$ cat config.mk
export PLATFORM = sky130hd
export DESIGN_NAME = uart_tx_param
export DESIGN_NICKNAME = d
export VERILOG_FILES = /design/src/rtl/uart_tx_param.sv
export SDC_FILE = /design/constraint.sdc
export NUM_CORES = 1
export LEC_CHECK = 0
export ABC_AREA = 0
export BUFFER_PORTS_ARGS = -buffer_cell sky130_fd_sc_hd__buf_2
export CAP_MARGIN = 20
export CORE_MARGIN = 2
export CORE_UTILIZATION = 45
export CTS_BUF_LIST = sky130_fd_sc_hd__clkbuf_16
export DETAILED_ROUTE_END_ITERATION = 8
export GPL_TIMING_DRIVEN = 0
export PLACE_DENSITY_LB_ADDON = 0.2
export SYNTH_ARGS = -nofsm -noshare
export SYNTH_HDL_FRONTEND = slang
export SYNTH_SLANG_ARGS = --single-unit
$ cat constraint.sdc
create_clock -name clk -period 5.29 [get_ports clk]
set_input_delay 0.7935 -clock clk [delete_from_list [all_inputs] [get_ports clk]]
set_output_delay 0.7935 -clock clk [all_outputs]
set_load 0.02 [all_outputs]
$ cat src/rtl/uart_tx_param.sv
// -----------------------------------------------------------------------------
// uart_tx_param
//
// Buffered UART transmitter. Bytes are pushed into a small FIFO and sent as
// frames: a start bit (0), DATA_BITS data bits LSB first, an optional parity
// bit, and one or two stop bits (1). Every bit is held for max(baud_div,1)
// clock cycles. Frames follow each other with no idle cycle while the FIFO
// has data and the enable bit is set.
//
// Optional feature macro: UART_TX_PARITY_EN
//   defined   : PARITY state present, config_in[1] enables parity and
//               config_in[2] selects odd parity.
//   undefined : no parity logic, config_in[2:1] ignored, frames never
//               carry a parity bit.
//
// Ports
//   clk         in   single clock, all state on the rising edge
//   reset       in   asynchronous, active-low reset
//   new_data    in   push strobe, one FIFO entry per high cycle
//   data_in     in   [DATA_BITS] byte sampled together with new_data
//   config_in   in   [4] [0] enable, [1] parity on, [2] odd parity,
//                        [3] two stop bits
//   baud_div    in   [BAUD_W] clock cycles per bit (0 behaves as 1)
//   clr_ovf     in   clears the sticky overflow flag
//   tx          out  serial line, idle high
//   busy        out  high while a frame is on the line
//   fifo_full   out  FIFO holds FIFO_DEPTH entries
//   fifo_empty  out  FIFO holds no entries
//   fifo_count  out  [$clog2(FIFO_DEPTH+1)] occupied entries
//   overflow    out  sticky: a push was dropped because the FIFO was full
//   state_dbg   out  [3] current FSM state encoding
//
// Push handshake: new_data is a valid strobe with no ready back-pressure.
// A push is accepted when the FIFO is not full, or when it is full and a
// pop happens in the same cycle; any other push is dropped and raises
// overflow. The producer watches fifo_full to avoid losing data.
//
// tx and busy are registered from the FSM state so the line is glitch free;
// they follow the state by one cycle, which gives a two-cycle latency from a
// push into an empty idle FIFO to the falling edge of the start bit.
// -----------------------------------------------------------------------------
module uart_tx_param #(
    parameter int DATA_BITS  = 8,
    parameter int FIFO_DEPTH = 8,
    parameter int BAUD_W     = 16
) (
    input  logic                            clk,
    input  logic                            reset,
    input  logic                            new_data,
    input  logic [DATA_BITS-1:0]            data_in,
    input  logic [3:0]                      config_in,
    input  logic [BAUD_W-1:0]               baud_div,
    input  logic                            clr_ovf,
    output logic                            tx,
    output logic                            busy,
    output logic                            fifo_full,
    output logic                            fifo_empty,
    output logic [$clog2(FIFO_DEPTH+1)-1:0] fifo_count,
    output logic                            overflow,
    output logic [2:0]                      state_dbg
);

    localparam int PTR_W = (FIFO_DEPTH > 1) ? $clog2(FIFO_DEPTH) : 1;
    localparam int CNT_W = $clog2(FIFO_DEPTH + 1);
    localparam int BIT_W = $clog2(DATA_BITS);

    // Encodings are fixed across builds so state_dbg reads the same with
    // or without the parity feature.
    localparam logic [2:0] IDLE   = 3'd0;
    localparam logic [2:0] START  = 3'd1;
    localparam logic [2:0] DATA   = 3'd2;
`ifdef UART_TX_PARITY_EN
    localparam logic [2:0] PARITY = 3'd3;
`endif
    localparam logic [2:0] STOP   = 3'd4;

    // -------------------------------------------------------------------------
    // TX FIFO
    // -------------------------------------------------------------------------
    logic [DATA_BITS-1:0] mem [FIFO_DEPTH];
    logic [PTR_W-1:0]     wr_ptr;
    logic [PTR_W-1:0]     rd_ptr;
    logic [CNT_W-1:0]     count;
    logic [DATA_BITS-1:0] head;
    logic                 push_ok;
    logic                 pop;
    logic                 ovf_evt;

    assign head       = mem[rd_ptr];
    assign fifo_empty = (count == '0);
    assign fifo_full  = (count == CNT_W'(FIFO_DEPTH));
    assign fifo_count = count;

    // A full FIFO still accepts a push when the head leaves in the same cycle.
    assign push_ok = new_data && (!fifo_full || pop);
    assign ovf_evt = new_data && !push_ok;

    // Storage carries no reset; only pointers and count define validity.
    always_ff @(posedge clk) begin
        if (push_ok) begin
            mem[wr_ptr] <= data_in;
        end
    end

    // Pointers wrap naturally because FIFO_DEPTH is a power of two.
    always_ff @(posedge clk or negedge reset) begin
        if (!reset) begin
            wr_ptr   <= '0;
            rd_ptr   <= '0;
            count    <= '0;
            overflow <= 1'b0;
        end else begin
            if (push_ok) begin
                wr_ptr <= wr_ptr + PTR_W'(1);
            end
            if (pop) begin
                rd_ptr <= rd_ptr + PTR_W'(1);
            end
            case ({push_ok, pop})
                2'b10:   count <= count + CNT_W'(1);
                2'b01:   count <= count - CNT_W'(1);
                default: count <= count;
            endcase
            // A new drop wins over a clear in the same cycle.
            if (ovf_evt) begin
                overflow <= 1'b1;
            end else if (clr_ovf) begin
                overflow <= 1'b0;
            end
        end
    end

    // -------------------------------------------------------------------------
    // Frame FSM
    // -------------------------------------------------------------------------
    logic [2:0]           state;
    logic [BAUD_W-1:0]    baud_cnt;
    logic [BAUD_W-1:0]    div_q;
    logic [BIT_W-1:0]     bit_idx;
    logic                 stop_idx;
    logic                 two_stop_q;
    logic [DATA_BITS-1:0] shift;
`ifdef UART_TX_PARITY_EN
    logic                 par_en_q;
    logic                 par_bit_q;
`else
    logic                 unused_cfg;
    assign unused_cfg = ^config_in[2:1];
`endif
    logic                 bit_end;
    logic                 last_stop;
    logic [BAUD_W-1:0]    load_cnt;
    logic [BAUD_W-1:0]    reload_cnt;
    logic                 tx_next;

    // baud_cnt counts down to zero; a divisor of 0 is treated as 1.
    assign bit_end    = (baud_cnt == '0);
    assign load_cnt   = (baud_div == '0) ? '0 : baud_div - BAUD_W'(1);
    assign reload_cnt = (div_q == '0) ? '0 : div_q - BAUD_W'(1);

    // stop_idx counts stop bits sent: 0 for the first, 1 for the second.
    assign last_stop = (state == STOP) && bit_end && (stop_idx == two_stop_q);

    // Pop from IDLE, or on the final stop cycle to run frames back to back.
    // Enable is sampled live so a cleared enable lets the frame finish but
    // blocks the next one.
    assign pop = ((state == IDLE) || last_stop) && !fifo_empty && config_in[0];

    always_ff @(posedge clk or negedge reset) begin
        if (!reset) begin
            state      <= IDLE;
            baud_cnt   <= '0;
            div_q      <= '0;
            bit_idx    <= '0;
            stop_idx   <= 1'b0;
            two_stop_q <= 1'b0;
            shift      <= '0;
`ifdef UART_TX_PARITY_EN
            par_en_q   <= 1'b0;
            par_bit_q  <= 1'b0;
`endif
        end else if (pop) begin
            // Frame settings are captured here so mid-frame changes wait
            // for the next frame.
            state      <= START;
            div_q      <= baud_div;
            baud_cnt   <= load_cnt;
            two_stop_q <= config_in[3];
            shift      <= head;
            bit_idx    <= '0;
            stop_idx   <= 1'b0;
`ifdef UART_TX_PARITY_EN
            par_en_q   <= config_in[1];
            par_bit_q  <= (^head) ^ config_in[2];
`endif
        end else if (state != IDLE) begin
            baud_cnt <= bit_end ? reload_cnt : baud_cnt - BAUD_W'(1);
            if (bit_end) begin
                case (state)
                    START: begin
                        state <= DATA;
                    end
                    DATA: begin
                        shift   <= shift >> 1;
                        bit_idx <= bit_idx + BIT_W'(1);
                        if (bit_idx == BIT_W'(DATA_BITS - 1)) begin
`ifdef UART_TX_PARITY_EN
                            state <= par_en_q ? PARITY : STOP;
`else
                            state <= STOP;
`endif
                        end
                    end
`ifdef UART_TX_PARITY_EN
                    PARITY: begin
                        state <= STOP;
                    end
`endif
                    STOP: begin
                        if (stop_idx == two_stop_q) begin
                            state <= IDLE;
                        end else begin
                            stop_idx <= 1'b1;
                        end
                    end
                    default: begin
                        state <= IDLE;
                    end
                endcase
            end
        end
    end

    // -------------------------------------------------------------------------
    // Line driver
    // -------------------------------------------------------------------------
    always_comb begin
        tx_next = 1'b1;
        case (state)
            START:   tx_next = 1'b0;
            DATA:    tx_next = shift[0];
`ifdef UART_TX_PARITY_EN
            PARITY:  tx_next = par_bit_q;
`endif
            default: tx_next = 1'b1;
        endcase
    end

    always_ff @(posedge clk or negedge reset) begin
        if (!reset) begin
            tx   <= 1'b1;
            busy <= 1'b0;
        end else begin
            tx   <= tx_next;
            busy <= (state != IDLE);
        end
    end

    assign state_dbg = state;

endmodule
==> summary.md, run 1 <==
• finished clean — outcome
• no — setup repair after global routing missed its margin
• 0.43 ns — clock insertion delay at the later pin of the skew report
• 0 — post-CTS setup buffer count
• 11.7% — combinational group share of total power
• 55.0% — sequential-to-total area share from yosys stat
• 0.907 — gpl congestion
• 3.90 ns — Data arrival, critical path
• 32.6% — max_slew headroom
• 317 µV — peak supply drop
• 802 — final instance count without filler cells
• 0 — Final setup violation count
• 545 — Post-Synthesis Cells
• 27.9% — Sw Ratio
• 24900 µm — first-pass GRT wire length
• 0 — Yosys warning total
• sky130_fd_sc_hd__clkbuf_16 — cell at the root of the clock tree
• 22.5% — All-Layer GR Usage
• 0 — overflow left after global routing
• 125 — clock sinks
• 5.69 — Vias/cell
• 64 — number of synthesized flops with an enable pin
• 747 µW — power dissipated by switching net loads
• 11.5 µm² — syn_area_per_cell
• 13800 µm² — area inside the core boundary
• 4562 — routed via count
• 266 MHz — timing-limited maximum frequency
• 64 — count of cell types in the netlist
• 5 — first-pass iteration count of the detailed router
• 770 — number of instances in the placed design
• 6270 µm² — mapped cell area
• 1.17 ns — post-placement worst setup slack
• 43 — number of rows created at floorplan
• 122 µm — Die H
• register — type of element launching the critical path
• 3.76 ns — time the worst path needs with I/O delays and setup
• 0.0101 ns — clock skew
• 10900 µm — post-detailed-placement half-perimeter wirelength
• 1.53 ns — setup slack of the worst register-to-register path
• 0 — post-route DRC violation count
• 340 — count of routing violations after the opening detailed-route iteration
• 2 — clock tree buffer depth
• primary input to asynchronous set/reset pin — worst hold-check path type
• 4 — number of levels in the clock H-tree
• 43.6% — clock power share
• 5.43 ns — required time at the endpoint of the critical path
• 19.0 µm — routed wirelength normalized by instance count
• 44.7% — part of the total power dissipated in sequential elements
• 2.86 nW — Lkg Pwr
• 62 — pin count of the biggest net entering global routing
• 14900 µm² — die footprint
• 4653 — vias in the first global route
• register to register — CP Class
• 0 — count of final hold-check violations
• 18.8% — fraction of layout instances using a drive strength above 1
• 45.5% — starting utilization of the core area
• 0 — Gates resized, CTS repair
• 48.8% — share of flip-flops with an asynchronous set or reset after synthesis
• 0 — number of antenna violations at the first check in global routing
• 44 — ports placed on the boundary
• 53.4% — fraction of the core area covered by cells at the end of the flow
• 122 µm — horizontal die dimension
• 40 — count of input and output buffers
• 15200 µm — Total Routed Length
• 0 — number of max-cap violations
• 71.1% — Final Cycle Share
• 0 — n_diodes
• 1.93 mW — internal power
• 17 — number of buffers added by the clock tree synthesis step
• 0 ns — summed negative setup slack over all endpoints
• 125 — FF+latch count, synth
• 0 — Max Transition Viols Final
• 1.53 ns — Setup WS post-layout
• 10 — worst-path maximum fanout
• 588 — net count after synthesis
• 0.06 ns — clock-pin slew on the worst setup and hold paths
• 652 — final net count
• 17.3% — area growth from synthesis to layout
• sky130_fd_sc_hd__edfxtp_1 — Main synth FF type
• 0 — count of nets left with antenna violations after detail routing
• 363 nW/µm² — PwrDens
• register — category of the worst setup path capture point
• 1.00 ns — transition at the pin with the smallest max-transition slack
• 0 — hold buffer count at CTS
• 0.440 ns — worst hold slack
• done — TritonCTS clock tree
[cell usage in the layout, fill, tap and decap left out, types with 6 or more instances in the layout]
| master | Yosys | routed |
|---|---|---|
| sky130_fd_sc_hd__buf_4 | 1 | 7 |
| sky130_fd_sc_hd__o211ai_1 | 6 | 6 |
| sky130_fd_sc_hd__o21ai_0 | 15 | 15 |
| sky130_fd_sc_hd__nor2_1 | 36 | 36 |
| sky130_fd_sc_hd__nor3_1 | 29 | 28 |
| sky130_fd_sc_hd__edfxtp_1 | 64 | 64 |
| sky130_fd_sc_hd__or3_1 | 6 | 6 |
| sky130_fd_sc_hd__mux2i_1 | 16 | 16 |
| sky130_fd_sc_hd__nor4_1 | 14 | 13 |
| sky130_fd_sc_hd__xnor2_1 | 25 | 25 |
| sky130_fd_sc_hd__clkbuf_1 | 18 | 18 |
| sky130_fd_sc_hd__mux4_2 | 16 | 16 |
| sky130_fd_sc_hd__nand2_1 | 78 | 78 |
| sky130_fd_sc_hd__ha_1 | 10 | 10 |
| sky130_fd_sc_hd__dfrtp_1 | 60 | 60 |
| sky130_fd_sc_hd__xor2_1 | 12 | 12 |
| sky130_fd_sc_hd__a21oi_1 | 15 | 15 |
| sky130_fd_sc_hd__clkbuf_16 | 0 | 17 |
| sky130_fd_sc_hd__nand3_1 | 10 | 10 |
| sky130_fd_sc_hd__or4_1 | 9 | 9 |
| sky130_fd_sc_hd__buf_2 | 6 | 45 |
| sky130_fd_sc_hd__inv_1 | 13 | 13 |
[power groups by stage]
| stage | clock (mW) | combinational (mW) | sequential [mW] |
|---|---|---|---|
| after floorplan | 0 | 0.169 | 1.22 |
| after global placement | 0 | 0.286 | 1.20 |
| after detailed placement | 0 | 0.317 | 1.21 |
| after CTS | 1.18 | 0.318 | 1.20 |
| after global routing | 1.24 | 0.341 | 1.21 |
| final | 1.17 | 0.312 | 1.20 |
[logic make-up after synthesis]
family,Yosys count,share of synthesized area (%)
compound gates,85,9.60
fa+ha+maj,11,2.31
mux,35,8.84
buf+inv,41,2.75
simple gates,211,16.3
flops,125,55.0
xor+xnor,37,5.17
[routing by layer]
layer | vias to the layer above | share of wire, % | GRT usage (%)
met5 | - | 0 | 0
met4 | 0 | 3.8 | 12.1
met3 | 34 | 4.5 | 4.87
met2 | 133 | 48 | 35.6
met1 | 2234 | 43 | 29.0
li1 | 2161 | - | -
[registers in the layout (all words and copies together), names as in the netlist]
signal	cells
shift	8
state_dbg	3
wr_ptr	3
bit_idx	3
div_q	16
baud_cnt	16
tx	1
two_stop_q	1
stop_idx	1
rd_ptr	3
busy	1
overflow	1
mem	64
fifo_count	4
[final cells by class]
type / count / area, µm²
clock inverters: 15 / 168
inverters: 14 / 52.6
repair buffers: 45 / 240
plain buffers: 27 / 120
flip-flops and latches: 125 / 3450
multi-input cells: 379 / 2680
fillers: 1208 / 6410
well taps: 180 / 225
clock buffers: 17 / 425
[through the flow]
step           cell area [µm²]  power (mW)
3_5_place_dp              6770        1.53
2_1_floorplan             6270        1.39
3_3_place_gp              6700        1.49
6_report                  7360        2.67
4_1_cts                   7360        2.70
5_1_grt                   7360        2.79
[worst max-delay path, cell delays in order, from the launching register on]
cell and delay, ns:
sky130_fd_sc_hd__dfrtp_1 0.49, sky130_fd_sc_hd__o41ai_2 0.20, sky130_fd_sc_hd__nor4_1 0.85, sky130_fd_sc_hd__nand3_1 0.39, sky130_fd_sc_hd__nand2_2 0.35, sky130_fd_sc_hd__o211ai_1 0.25, sky130_fd_sc_hd__nor3b_1 0.66, sky130_fd_sc_hd__buf_4 0.28
[final timing paths]
path                                                 from                 endpoint  depth (start not counted)
worst max-delay path            fifo_count[0]$_DFFE_PN0P_      mem[5][4]$_DFFE_PP_                          7
worst min-delay path                                reset  baud_cnt[3]$_DFFE_PN0N_                          1
min in group clk                     shift[7]$_DFFE_PN0P_     shift[7]$_DFFE_PN0P_                          1
max in group asynchronous                           reset     div_q[2]$_DFFE_PN0N_                          1
worst min register to register       shift[7]$_DFFE_PN0P_     shift[7]$_DFFE_PN0P_                          1
worst max register to register  fifo_count[0]$_DFFE_PN0P_      mem[5][4]$_DFFE_PP_                          7
[cells in the mapped netlist (12+ instances only)]
cell type / instances / area, µm²
sky130_fd_sc_hd__nand2_1: 78 / 293
sky130_fd_sc_hd__edfxtp_1: 64 / 1920
sky130_fd_sc_hd__dfrtp_1: 60 / 1500
sky130_fd_sc_hd__nor2_1: 36 / 135
sky130_fd_sc_hd__nor3_1: 29 / 145
sky130_fd_sc_hd__xnor2_1: 25 / 219
sky130_fd_sc_hd__clkbuf_1: 18 / 67.6
sky130_fd_sc_hd__mux2i_1: 16 / 160
sky130_fd_sc_hd__mux4_2: 16 / 360
sky130_fd_sc_hd__a21oi_1: 15 / 75.1
sky130_fd_sc_hd__o21ai_0: 15 / 75.1
sky130_fd_sc_hd__nor4_1: 14 / 87.6
sky130_fd_sc_hd__inv_1: 13 / 48.8
sky130_fd_sc_hd__xor2_1: 12 / 105
(Power assumes the default switching activity.)
==> run 2, diff against run 1 <==
Clock period 5.29 ns to 3.25 ns, I/O delays scaled along.
==> run 2 against run 1 <==
Net effect: sequential power rose by 65%; non-clock buffer count up 6; via count up 2.5%; wire length is 2.2% higher; hold slack worse by 0.30 ns; sequential share of layout area down 0.96 points; power increased by 66%; global-route usage decreased by 0.098 points; final cell count rose by 0.75%; clock power grew 59%; critical path type unchanged; critical endpoint is now mem[0][0]$_DFFE_PP_; largest cell class unchanged; largest power group unchanged.
==> summary.md, run 2 (synthesized netlist as in run 1, its figures left out) <==
• finished clean — outcome
• 19.3 µm — routed wirelength normalized by instance count, +1.4%
• 0.00654 ns — clock skew, -0.00356 ns
• 0 — n_diodes, unchanged
• 2 — buffers and inverters on the worst path, +1
• 0.959 ns — transition at the pin with the smallest max-transition slack, -0.0437 ns
• 769 — number of instances in the placed design, -0.13%
• 19.8% — area growth from synthesis to layout
• 5.79 — Vias/cell, +1.8%
• 7510 µm² — Final Cell Area, +2.1%
• 14900 µm² — die footprint, unchanged
• 13800 µm² — area inside the core boundary, unchanged
• 808 — final instance count without filler cells, +0.75%
• 0 — number of antenna violations at the first check in global routing, unchanged
• 658 — final net count, +0.92%
• 2.94 nW — Lkg Pwr, +2.6%
• 17 — number of buffers added by the clock tree synthesis step, unchanged
• sky130_fd_sc_hd__nand2_1, sky130_fd_sc_hd__edfxtp_1, sky130_fd_sc_hd__dfrtp_1, sky130_fd_sc_hd__buf_2, sky130_fd_sc_hd__nor2_1 — most frequent cells in the layout
• sky130_fd_sc_hd__nand2_1 — most common cell after layout, fill and taps aside
• 0.142 ns — worst hold slack, -0.298 ns
• 0 — post-route DRC violation count, unchanged
• 43 — number of rows created at floorplan, unchanged
• 8 — r2r worst-path depth, +1
• met2 — peak-usage layer in the global routing report
• register — type of element launching the critical path
• 471 µV — peak supply drop, +48%
• 6 — first-pass iteration count of the detailed router, +1
• 10 — worst-path maximum fanout, unchanged
• 0.155 ns — Setup WS post-layout, -1.38 ns
• 122 µm — horizontal die dimension, unchanged
• -0.607 ns — post-placement worst setup slack, -1.78 ns
• 20.5% — fraction of layout instances using a drive strength above 1, +1.7 points
• 4677 — routed via count, +2.5%
• 5.85% — M3 GR Usage, +0.98 points
• 2 — clock tree buffer depth, unchanged
• 0 — overflow left after global routing, unchanged
• done — TritonCTS clock tree
• mem — Biggest register
• register to register — CP Class
• 125 — clock sinks, unchanged
• 0 — number of max-cap violations, unchanged
• 4 — number of levels in the clock H-tree, unchanged
• 6760 µm² — post-place instance area, about the same
• 15600 µm — Total Routed Length, +2.2%
• sky130_fd_sc_hd__or4_1 — slowest stage cell on the critical path
• 122 µm — Die H, unchanged
• 0.59 ns — largest stage delay on the critical path, -0.26 ns
• 38.9% — met2 capacity usage during global routing, +3.4 points
• 64 — Largest register FFs, unchanged
• 3.09 ns — time the worst path needs with I/O delays and setup, -0.664 ns
• primary input to asynchronous set/reset pin — worst hold-check path type
• 95.2% — Final Cycle Share, +24 points
• 0 — count of nets left with antenna violations after detail routing, unchanged
• 3.38 ns — required time at the endpoint of the critical path, -2.05 ns
• 4684 — vias in the first global route, +0.67%
• 3.23 ns — Data arrival, critical path, -0.67 ns
• no — setup repair after global routing missed its margin
• 0.43 ns — clock insertion delay at the later pin of the skew report, about the same
• 40 — count of input and output buffers, unchanged
• 591 nW/µm² — PwrDens, +63%
• 2790 µm² — area used by multi-input combinational logic, +4.2%
• 62 — pin count of the biggest net entering global routing, unchanged
• 22.4% — All-Layer GR Usage, -0.098 points
• 1221 — final-layout fill cell count, +1.1%
• 3450 µm² — area of all sequential standard cells, unchanged
• clkbuf_1, or4_1, nor3_1, nand3_2, nand2_4, o21ai_2, nor4_4, buf_4 — cell-by-cell listing of the critical path
• 45.5% — starting utilization of the core area, unchanged
• 0 — count of final hold-check violations, unchanged
• 1.01 — gpl congestion, +11%
• 44 — ports placed on the boundary, unchanged
• 25.6% — GR met1 Demand/Resource, -3.4 points
• simple AND/OR/NAND/NOR gates — gate family responsible for the most delay along the worst path
• 0.06 ns — clock-pin slew on the worst setup and hold paths, about the same
• 0 ns — summed negative setup slack over all endpoints, unchanged
• 11000 µm — post-detailed-placement half-perimeter wirelength, +0.99%
• 0 — Final setup violation count, unchanged
• 24500 µm — first-pass GRT wire length, -1.5%
• 0 — Max Transition Viols Final, unchanged
• 35.5% — max_slew headroom, +2.9 points
• 8 — instance count on the critical path, +1
• sky130_fd_sc_hd__clkbuf_16 — cell at the root of the clock tree
• register — category of the worst setup path capture point
• 323 MHz — timing-limited maximum frequency, +21%
• 0.16 ns — setup slack of the worst register-to-register path, -1.38 ns
• 320 — count of routing violations after the opening detailed-route iteration, -5.9%
• mem x64, baud_cnt x16, div_q x16 — biggest regs
## run 2: cell types whose count changed in the layout (fill, tap and decap cells not counted), moves of 2 or more
| cell | previous run | this run |
|---|---|---|
| sky130_fd_sc_hd__buf_4 | 7 | 12 |
| sky130_fd_sc_hd__clkinv_4 | 0 | 2 |
| sky130_fd_sc_hd__nor3b_4 | 0 | 2 |
| sky130_fd_sc_hd__nor3_4 | 0 | 2 |
| sky130_fd_sc_hd__clkinvlp_4 | 4 | 1 |
| sky130_fd_sc_hd__nor4b_4 | 0 | 2 |
| sky130_fd_sc_hd__nor4b_2 | 2 | 0 |
## run 2: final timing paths
check,from,to
setup / recovery,baud_cnt[3]$_DFFE_PN0N_,mem[0][0]$_DFFE_PP_
hold / removal,reset,div_q[2]$_DFFE_PN0N_
setup reg to reg,baud_cnt[3]$_DFFE_PN0N_,mem[0][0]$_DFFE_PP_
hold reg to reg,overflow$_DFFE_PN0P_,overflow$_DFFE_PN0P_
max in group asynchronous,reset,div_q[7]$_DFFE_PN0N_
min in group clk,config_in[3],two_stop_q$_DFFE_PN0N_
## run 2: metrics by stage
stage / power [mW] / utilization (%)
floorplan: 2.26 / -
global placement: 2.44 / 48.7
detailed placement: 2.50 / 49.1
CTS: 4.44 / 54.1
global route: 4.61 / 54.6
finish: 4.44 / 54.6
## run 2: report_power, final
group | internal, mW | leakage, nW | switching, mW
sequential | 1.84 | 1.33 | 0.137
combinational | 0.259 | 1.32 | 0.347
clock | 1.08 | 0.284 | 0.776
## run 2: per-layer routing
| metal | up-vias | routed length, µm |
|---|---|---|
| met4 | 0 | 471 |
| met1 | 2306 | 6090 |
| met2 | 166 | 8130 |
| met3 | 31 | 877 |
| li1 | 2174 | - |
| met5 | - | 0 |
## run 2: repair_timing
action / 4_1_cts / 5_1_grt
resized for setup: 12 / 5
hold buffers: 0 / 0
gates cloned: 0 / 0
setup endpoints to repair: 66 / 31
buffers inserted: 2 / 5
pin swaps: 2 / 4
## run 2: area by class of cell
| type | count | share of cell area [%] |
|---|---|---|
| Sequential cell | 125 | 45.9 |
| Multi-Input combinational cell | 379 | 37.1 |
| Clock buffer | 17 | 5.66 |
| Timing Repair Buffer | 51 | 3.96 |
| Tap cell | 180 | 3.00 |
| Clock inverter | 15 | 2.03 |
| Buffer | 27 | 1.60 |
| Inverter | 14 | 0.699 |
